==> config.mk <==
export PLATFORM = sky130hd
export DESIGN_NAME = clarvi_slice_sequencer
export DESIGN_NICKNAME = d
export VERILOG_FILES = /design/src/rtl/clarvi_slice_sequencer.sv
export SDC_FILE = /design/constraint.sdc
export NUM_CORES = 1
export LEC_CHECK = 0
export CAP_MARGIN = 20
export CORE_UTILIZATION = 34
export DETAILED_ROUTE_END_ITERATION = 12
export PLACE_DENSITY_LB_ADDON = 0.15
export SETUP_SLACK_MARGIN = 0.15
export SLEW_MARGIN = 20
export SYNTH_ARGS = -nofsm -noshare
export SYNTH_HDL_FRONTEND = slang
export SYNTH_SLANG_ARGS = --single-unit
export TNS_END_PERCENT = 20
==> constraint.sdc <==
create_clock -name i_clock -period 3.65 [get_ports i_clock]
set_input_delay 0.73 -clock i_clock [delete_from_list [all_inputs] [get_ports i_clock]]
set_output_delay 0.73 -clock i_clock [all_outputs]
set_load 0.005 [all_outputs]
==> src/rtl/clarvi_slice_sequencer.sv <==
// Slice sequencer for the clarvi DE stage: steps one instruction through XLEN/SLICE_W
// datapath slices, forwards operand slices from later stages and raises sequencing stalls.
module clarvi_slice_sequencer #(
  parameter int XLEN    = 64,
  parameter int SLICE_W = 16,
  parameter int NUM_FWD = 3,
  parameter int REG_W   = 5,
  parameter int PART_W  = $clog2(XLEN / SLICE_W)
) (
  input  logic                         i_clock,
  input  logic                         i_reset,
  input  logic                         i_in_valid,
  input  logic                         i_stall_stage,
  input  logic                         i_flush,
  input  logic                         i_order_desc,
  input  logic                         i_word_op,
  input  logic [REG_W-1:0]             i_rs1,
  input  logic [REG_W-1:0]             i_rs2,
  input  logic                         i_rs1_used,
  input  logic                         i_rs2_used,
  input  logic [SLICE_W-1:0]           i_rs1_fetched,
  input  logic [SLICE_W-1:0]           i_rs2_fetched,
  input  logic [NUM_FWD-1:0]           i_fwd_valid,
  input  logic [NUM_FWD-1:0]           i_fwd_is_load,
  input  logic [NUM_FWD*REG_W-1:0]     i_fwd_rd,
  input  logic [NUM_FWD*PART_W-1:0]    i_fwd_part,
  input  logic [NUM_FWD*SLICE_W-1:0]   i_fwd_value,
  input  logic                         i_mem_address_error,
  output logic [PART_W-1:0]            o_seq_idx,
  output logic [PART_W-1:0]            o_exec_part,
  output logic                         o_first_part,
  output logic                         o_last_part,
  output logic [SLICE_W-1:0]           o_rs1_value,
  output logic [SLICE_W-1:0]           o_rs2_value,
  output logic                         o_stall_for_parts,
  output logic                         o_stall_for_load_dep
);

  localparam int PARTS = XLEN / SLICE_W;
  localparam logic [PART_W-1:0] LAST_IDX = PART_W'(PARTS - 1);

  logic [PART_W-1:0]  r_seq_idx;
  logic [PART_W-1:0]  w_seq_next;
  logic [PART_W-1:0]  w_exec_part;
  logic [PART_W-1:0]  w_word_rev;
  logic               w_last_part;
  logic [NUM_FWD-1:0] w_fwd_ok;
  logic [REG_W-1:0]   w_fwd_rd    [NUM_FWD];
  logic [PART_W-1:0]  w_fwd_part  [NUM_FWD];
  logic [SLICE_W-1:0] w_fwd_value [NUM_FWD];
  logic               w_rs1_dep;
  logic               w_rs2_dep;

  assign w_last_part = (r_seq_idx == LAST_IDX);

  always_comb begin
    w_seq_next = r_seq_idx;
    if (!i_stall_stage) begin
      if (!i_in_valid || w_last_part) begin
        w_seq_next = '0;
      end else begin
        w_seq_next = r_seq_idx + PART_W'(1);
      end
    end
  end

  // Flush outranks stall so a killed instruction never leaves a half-sequenced index behind.
  always_ff @(posedge i_clock) begin
    if (i_reset || i_flush) begin
      r_seq_idx <= '0;
    end else begin
      r_seq_idx <= w_seq_next;
    end
  end

  // Word ops descend within each 32-bit half; with only two slices there is no lower bit to flip.
  generate
    if (PART_W > 1) begin : g_word_rev
      assign w_word_rev = {r_seq_idx[PART_W-1], ~r_seq_idx[PART_W-2:0]};
    end else begin : g_word_rev_narrow
      assign w_word_rev = r_seq_idx;
    end
  endgenerate

  always_comb begin
    w_exec_part = r_seq_idx;
    if (i_order_desc) begin
      if (i_word_op) begin
        w_exec_part = w_word_rev;
      end else begin
        w_exec_part = LAST_IDX - r_seq_idx;
      end
    end
  end

  // A load in EX has no data yet, so channel 0 may only forward non-load results.
  generate
    for (genvar gk = 0; gk < NUM_FWD; gk++) begin : g_fwd
      localparam bit IS_EX = (gk == 0);
      assign w_fwd_rd[gk]    = i_fwd_rd[gk*REG_W +: REG_W];
      assign w_fwd_part[gk]  = i_fwd_part[gk*PART_W +: PART_W];
      assign w_fwd_value[gk] = i_fwd_value[gk*SLICE_W +: SLICE_W];
      assign w_fwd_ok[gk]    = i_fwd_valid[gk] && (w_fwd_part[gk] == w_exec_part)
                               && !(IS_EX && i_fwd_is_load[gk]);
    end
  endgenerate

  // Walk from oldest to nearest so the lowest matching channel is the last writer.
  always_comb begin
    o_rs1_value = i_rs1_fetched;
    o_rs2_value = i_rs2_fetched;
    for (int k = NUM_FWD - 1; k >= 0; k--) begin
      if (w_fwd_ok[k] && (w_fwd_rd[k] == i_rs1)) begin
        o_rs1_value = w_fwd_value[k];
      end
      if (w_fwd_ok[k] && (w_fwd_rd[k] == i_rs2)) begin
        o_rs2_value = w_fwd_value[k];
      end
    end
  end

  assign w_rs1_dep = i_rs1_used && (w_fwd_rd[0] == i_rs1);
  assign w_rs2_dep = i_rs2_used && (w_fwd_rd[0] == i_rs2);

  assign o_stall_for_load_dep = i_in_valid && i_fwd_valid[0] && i_fwd_is_load[0]
                                && !i_mem_address_error && (w_rs1_dep || w_rs2_dep)
                                && (w_fwd_part[0] == w_exec_part);

  assign o_seq_idx         = r_seq_idx;
  assign o_exec_part       = w_exec_part;
  assign o_first_part      = (r_seq_idx == '0);
  assign o_last_part       = w_last_part;
  assign o_stall_for_parts = i_in_valid && !w_last_part;

endmodule

Yosys cells after proc, flatten, opt, wreduce, memory -nomap -nowiden
Index checks and enable logic that the tools add are counted.
{"block": "word_totals", "register_bits": 2, "inputBits": 127, "out_inout_bits": 40, "elab_cells": 49}
{"block": "op_classes", "n_addsub": 2, "n_eq_ne": 10, "muxes": 9, "bitwise": 1, "reduce_logical": 26}
{"operator": "$mux 16", "count": 6}
{"operator": "$eq 5x5->1", "count": 6}
{"operator": "$logic_and 1x1->1", "count": 18}
{"operator": "$eq 2x2->1", "count": 3}
{"operator": "$mux 2", "count": 3}
{"operator": "$logic_not 1->1", "count": 4}
{"operator": "$logic_or 1x1->1", "count": 3}
{"operator": "$add 2x1->2 const B", "count": 1}
{"operator": "$eq 2x2->1 const B", "count": 1}
{"operator": "$logic_not 2->1", "count": 1}
{"operator": "$sub 2x2->2 const A", "count": 1}
{"operator": "$not 1->1", "count": 1}

Depth between registers and ports, before layout
{"block": "logic_depth", "depth_word": 9, "depth_mapped": 8, "mapped_depth_nobuf": 5}

Worst setup path before layout
Ideal clock, no wire load.
{"block": "synth_path", "path_kind": "input to output", "from": "in i_order_desc", "to": "out o_rs1_value[10]", "t_arrival_ns": 2.214, "t_required_ns": 2.920, "slack_ns": 0.706, "stages": 7, "n_path_buf": 2, "cell_sequence": "xor2_2 -> mux2i_1 -> and4_1 -> clkbuf_1 -> buf_2 -> a221oi_1 -> o31ai_1"}
{"block": "synth_via", "elab_chain_cells": 7, "elab_cells_between_ends": 14, "cone_classes": "3 x eq/ne; 4 x mux; 7 x reduce/logical"}
{"item": "from (decl)", "line_no": "15", "text": "input logic i_order_desc,"}
{"item": "$mux 2 *", "line_no": "87", "text": "if (i_order_desc) begin"}
{"item": "$eq 2x2->1", "line_no": "103", "text": "assign w_fwd_ok[gk] = i_fwd_valid[gk] && (w_fwd_part[gk] == w_exec_part)"}
{"item": "$logic_and 1x1->1", "line_no": "103"}
{"item": "$logic_and 1x1->1", "line_no": "113", "text": "if (w_fwd_ok[k] && (w_fwd_rd[k] == i_rs1)) begin"}
{"item": "$mux 16 (2 in series)", "line_no": "113"}
{"item": "$mux 16 *", "line_no": "113"}
{"item": "to (decl)", "line_no": "33", "text": "output logic [SLICE_W-1:0] o_rs1_value,"}
Every way passes the cells marked *; elsewhere a longest branch is shown, timed or not.

Final worst setup path
{"block": "layout_path", "from": "in i_rs2[0]", "to": "out o_rs2_value[7]"}
{"block": "layout_via", "elab_chain_cells": 5, "elab_cells_between_ends": 9, "cone_classes": "3 x eq/ne; 3 x mux; 3 x reduce/logical"}
{"item": "from (decl)", "line_no": "18", "text": "input logic [REG_W-1:0] i_rs2,"}
{"item": "$eq 5x5->1", "line_no": "116", "text": "if (w_fwd_ok[k] && (w_fwd_rd[k] == i_rs2)) begin"}
{"item": "$logic_and 1x1->1", "line_no": "116"}
{"item": "$mux 16 (2 in series)", "line_no": "116"}
{"item": "$mux 16 *", "line_no": "116"}
{"item": "to (decl)", "line_no": "34", "text": "output logic [SLICE_W-1:0] o_rs2_value,"}
Marks and branches as above.

==> flow_summary.json <==
{
  "reg2reg_depth": 5,
  "fin_skew_ps": 2.565,
  "overflow": 0,
  "tightest_slew_ps": 335.9,
  "rsz0062_at_grt": "yes",
  "seq_area_sq_um": 40.04,
  "grt_start_max_net_pins": 23,
  "ir_worst_vdd_mv": 0.1257,
  "final_cells": 542,
  "clk_latency_ps": 210,
  "min_path_type": "register to register",
  "wl_per_cell_microns": 25.97,
  "cts-root-buf": "clkbuf_8",
  "maxSlewViolCount": 0,
  "crit_type": "primary input to output pin",
  "final_antenna_net_count": 0,
  "pre_cts_slack_ps": -452.1,
  "synth_top_family_by_area": "simple AND/OR/NAND/NOR gates",
  "cts_buffers": 3,
  "grt_pass1_vias": 3290,
  "synthTopCellsByArea": "a221oi_1, o31ai_1, xor2_1",
  "ctsLongestPathBuffers": 2,
  "end_kind": "output pin",
  "cts_tree": "done",
  "dpl.hpwl_mm": 7.644,
  "netlist_instances": 268,
  "vias": 3700,
  "cts.clk_slew.worst_paths_ps": 30,
  "multi_input_area_sq_um": 2183,
  "syn_avg_cell_area_sq_um": 6.774,
  "area_delta_synth_final_pct": 154.5,
  "port_buffers": 164,
  "htreeDepth": 1,
  "nets": 603,
  "synth-adder-area-share_pct": 1.378,
  "drt_iter0_markers": 516,
  "required_ps": 2920,
  "syn_area_sq_um": 1815,
  "synth-async-reset-ratio_pct": 0,
  "synth_nets": 397,
  "dp.cells": 527,
  "power_density_nw_per_um2": 130.6,
  "synth_top_flop_cell": "dfxtp_1",
  "yosys.area.top_type": "a221oi_1",
  "synthDistinctLibCells": 31,
  "drc": 0,
  "yosysMostFrequentCell": "nor2_1",
  "antenna_cells": 0,
  "wirelength_mm": 14.08,
  "fin_crit_sh_pct": 101.4,
  "die_w_microns": 75.08,
  "tns_ps": -166.4,
  "io_pins": 167,
  "ys_top_cells_by_count": "nor2_1, nand3_1, a221oi_1, and3_1, o31ai_1",
  "worst_slack_ps": -50.88,
  "cts_hold_buf": 0,
  "cts.sinks": 2,
  "ys_seq_area_share_pct": 2.205,
  "fill_cells": 224,
  "row_count": 26,
  "synthSimpleGateAreaFrac_pct": 38.11,
  "grt_pass1_wl_mm": 15.39,
  "synth_edf_count": 0,
  "relSlewSlack_pct": 77.48,
  "worstPathArrival_ps": 2970,
  "leakage_nw": 1.963,
  "track_usage_pct": 36.10,
  "start_util_pct": 35.32,
  "yosys_warnings": 0,
  "cap_violations": 0,
  "largest_reg_flops": 2,
  "gp_congestion": 0.9262,
  "first_pass_iters": 6,
  "synthXorXnorAreaFrac_pct": 20.06,
  "hold_ws_ps": 666.3,
  "outcome": "finished, violations left",
  "die_h_microns": 75.08,
  "synth-seq-cells": 2,
  "layout-drive-gt1-share_pct": 28.39,
  "cp-start-kind": "primary input",
  "antenna_found_initial": 0,
  "synth_mux_area_share_pct": 1.103,
  "worst-path-max-fanout": 8,
  "vias_per_cell": 6.827,
  "core-area_sq_um": 5140,
  "synth-compound-area-share_pct": 29.77,
  "holdPathStages": 2,
  "layout_min_cycle_time_ps": 3701,
  "synth_top_area_share_pct": 15.44,
  "die_area_sq_um": 5636,
  "hold_viol": 0,
  "failed_checks": "negative setup slack",
  "timing.fmax_ghz": 0.2702,
  "setup-violations-final": 6
}
-- cell usage in the layout (no fill, tap or decap), drive strengths merged, types with 3 or more instances in the layout --
cell type,count
buf,62
xnor3,3
a221oi,32
dlymetal6s2s,14
clkbuf,10
and3,32
nand2,3
nor3,8
clkdlybuf4s50,116
xor2,25
nor2,36
clkdlybuf4s15,12
nand3,34
and2,3
xnor2,8
dlygate4sd2,16
o31ai,32
nand4,4
-- power by group --
part           internal [mW]  total [mW]  switching [mW]
combinational          0.275       0.490           0.215
clock                 0.0700      0.0903          0.0203
sequential            0.0224      0.0234        0.000995
-- timing repair --
item,CTS,global route
cloned,1,2
pin swaps,18,33
gates resized for setup,76,87
setup buffers,7,2
endpoints found under the setup margin,33,33
-- worst max-delay path: stages --
cell and delay [ps]:
clkdlybuf4s50_1 470, xor2_1 180, nor2_2 210, nand4_1 210, buf_4 230, clkbuf_16 170, a221oi_4 330, o31ai_1 140
dlygate4sd2_1 290
-- logic make-up after synthesis --
group,Yosys count
simple gates,131
fa+ha+maj,2
mux,2
buf+inv,28
flops,2
xor+xnor,36
compound gates,67
-- metrics by stage --
step,util [%],power [mW],cell area [sq um]
floorplan,-,0.1392,1815
CTS,81.18,0.5175,4173
global route,89.90,0.6226,4621
finish,89.90,0.6035,4621
detailed placement,76.14,0.4125,3914
global placement,76.14,0.4025,3914
-- cell type report --
| class | instances | area share (%) |
|---|---|---|
| repair buffers | 227 | 48.93 |
| multi-input cells | 238 | 47.25 |
| well taps | 70 | 1.895 |
| clock buffers | 3 | 0.8936 |
| flip-flops and latches | 2 | 0.8665 |
| inverters | 2 | 0.1625 |
-- metal layers --
layer | part of all wire [%] | wire, microns | GRT usage (%)
met4 | 8.9 | 1251 | 19.29
met5 | 0 | 0 | 0
met1 | 32 | 4543 | 39.98
met3 | 12 | 1675 | 7.095
met2 | 47 | 6604 | 64.86
-- final timing paths --
kind | startpoint | to | slack (ps)
max | i_rs2[0] | o_rs2_value[7] | -50
min | o_seq_idx[0]$_SDFFE_PP0N_ | o_seq_idx[0]$_SDFFE_PP0N_ | 670
max reg2reg | o_seq_idx[0]$_SDFFE_PP0N_ | o_seq_idx[0]$_SDFFE_PP0N_ | 2180
min reg2reg | o_seq_idx[0]$_SDFFE_PP0N_ | o_seq_idx[0]$_SDFFE_PP0N_ | 670
Power figures use the tool's default switching activity.
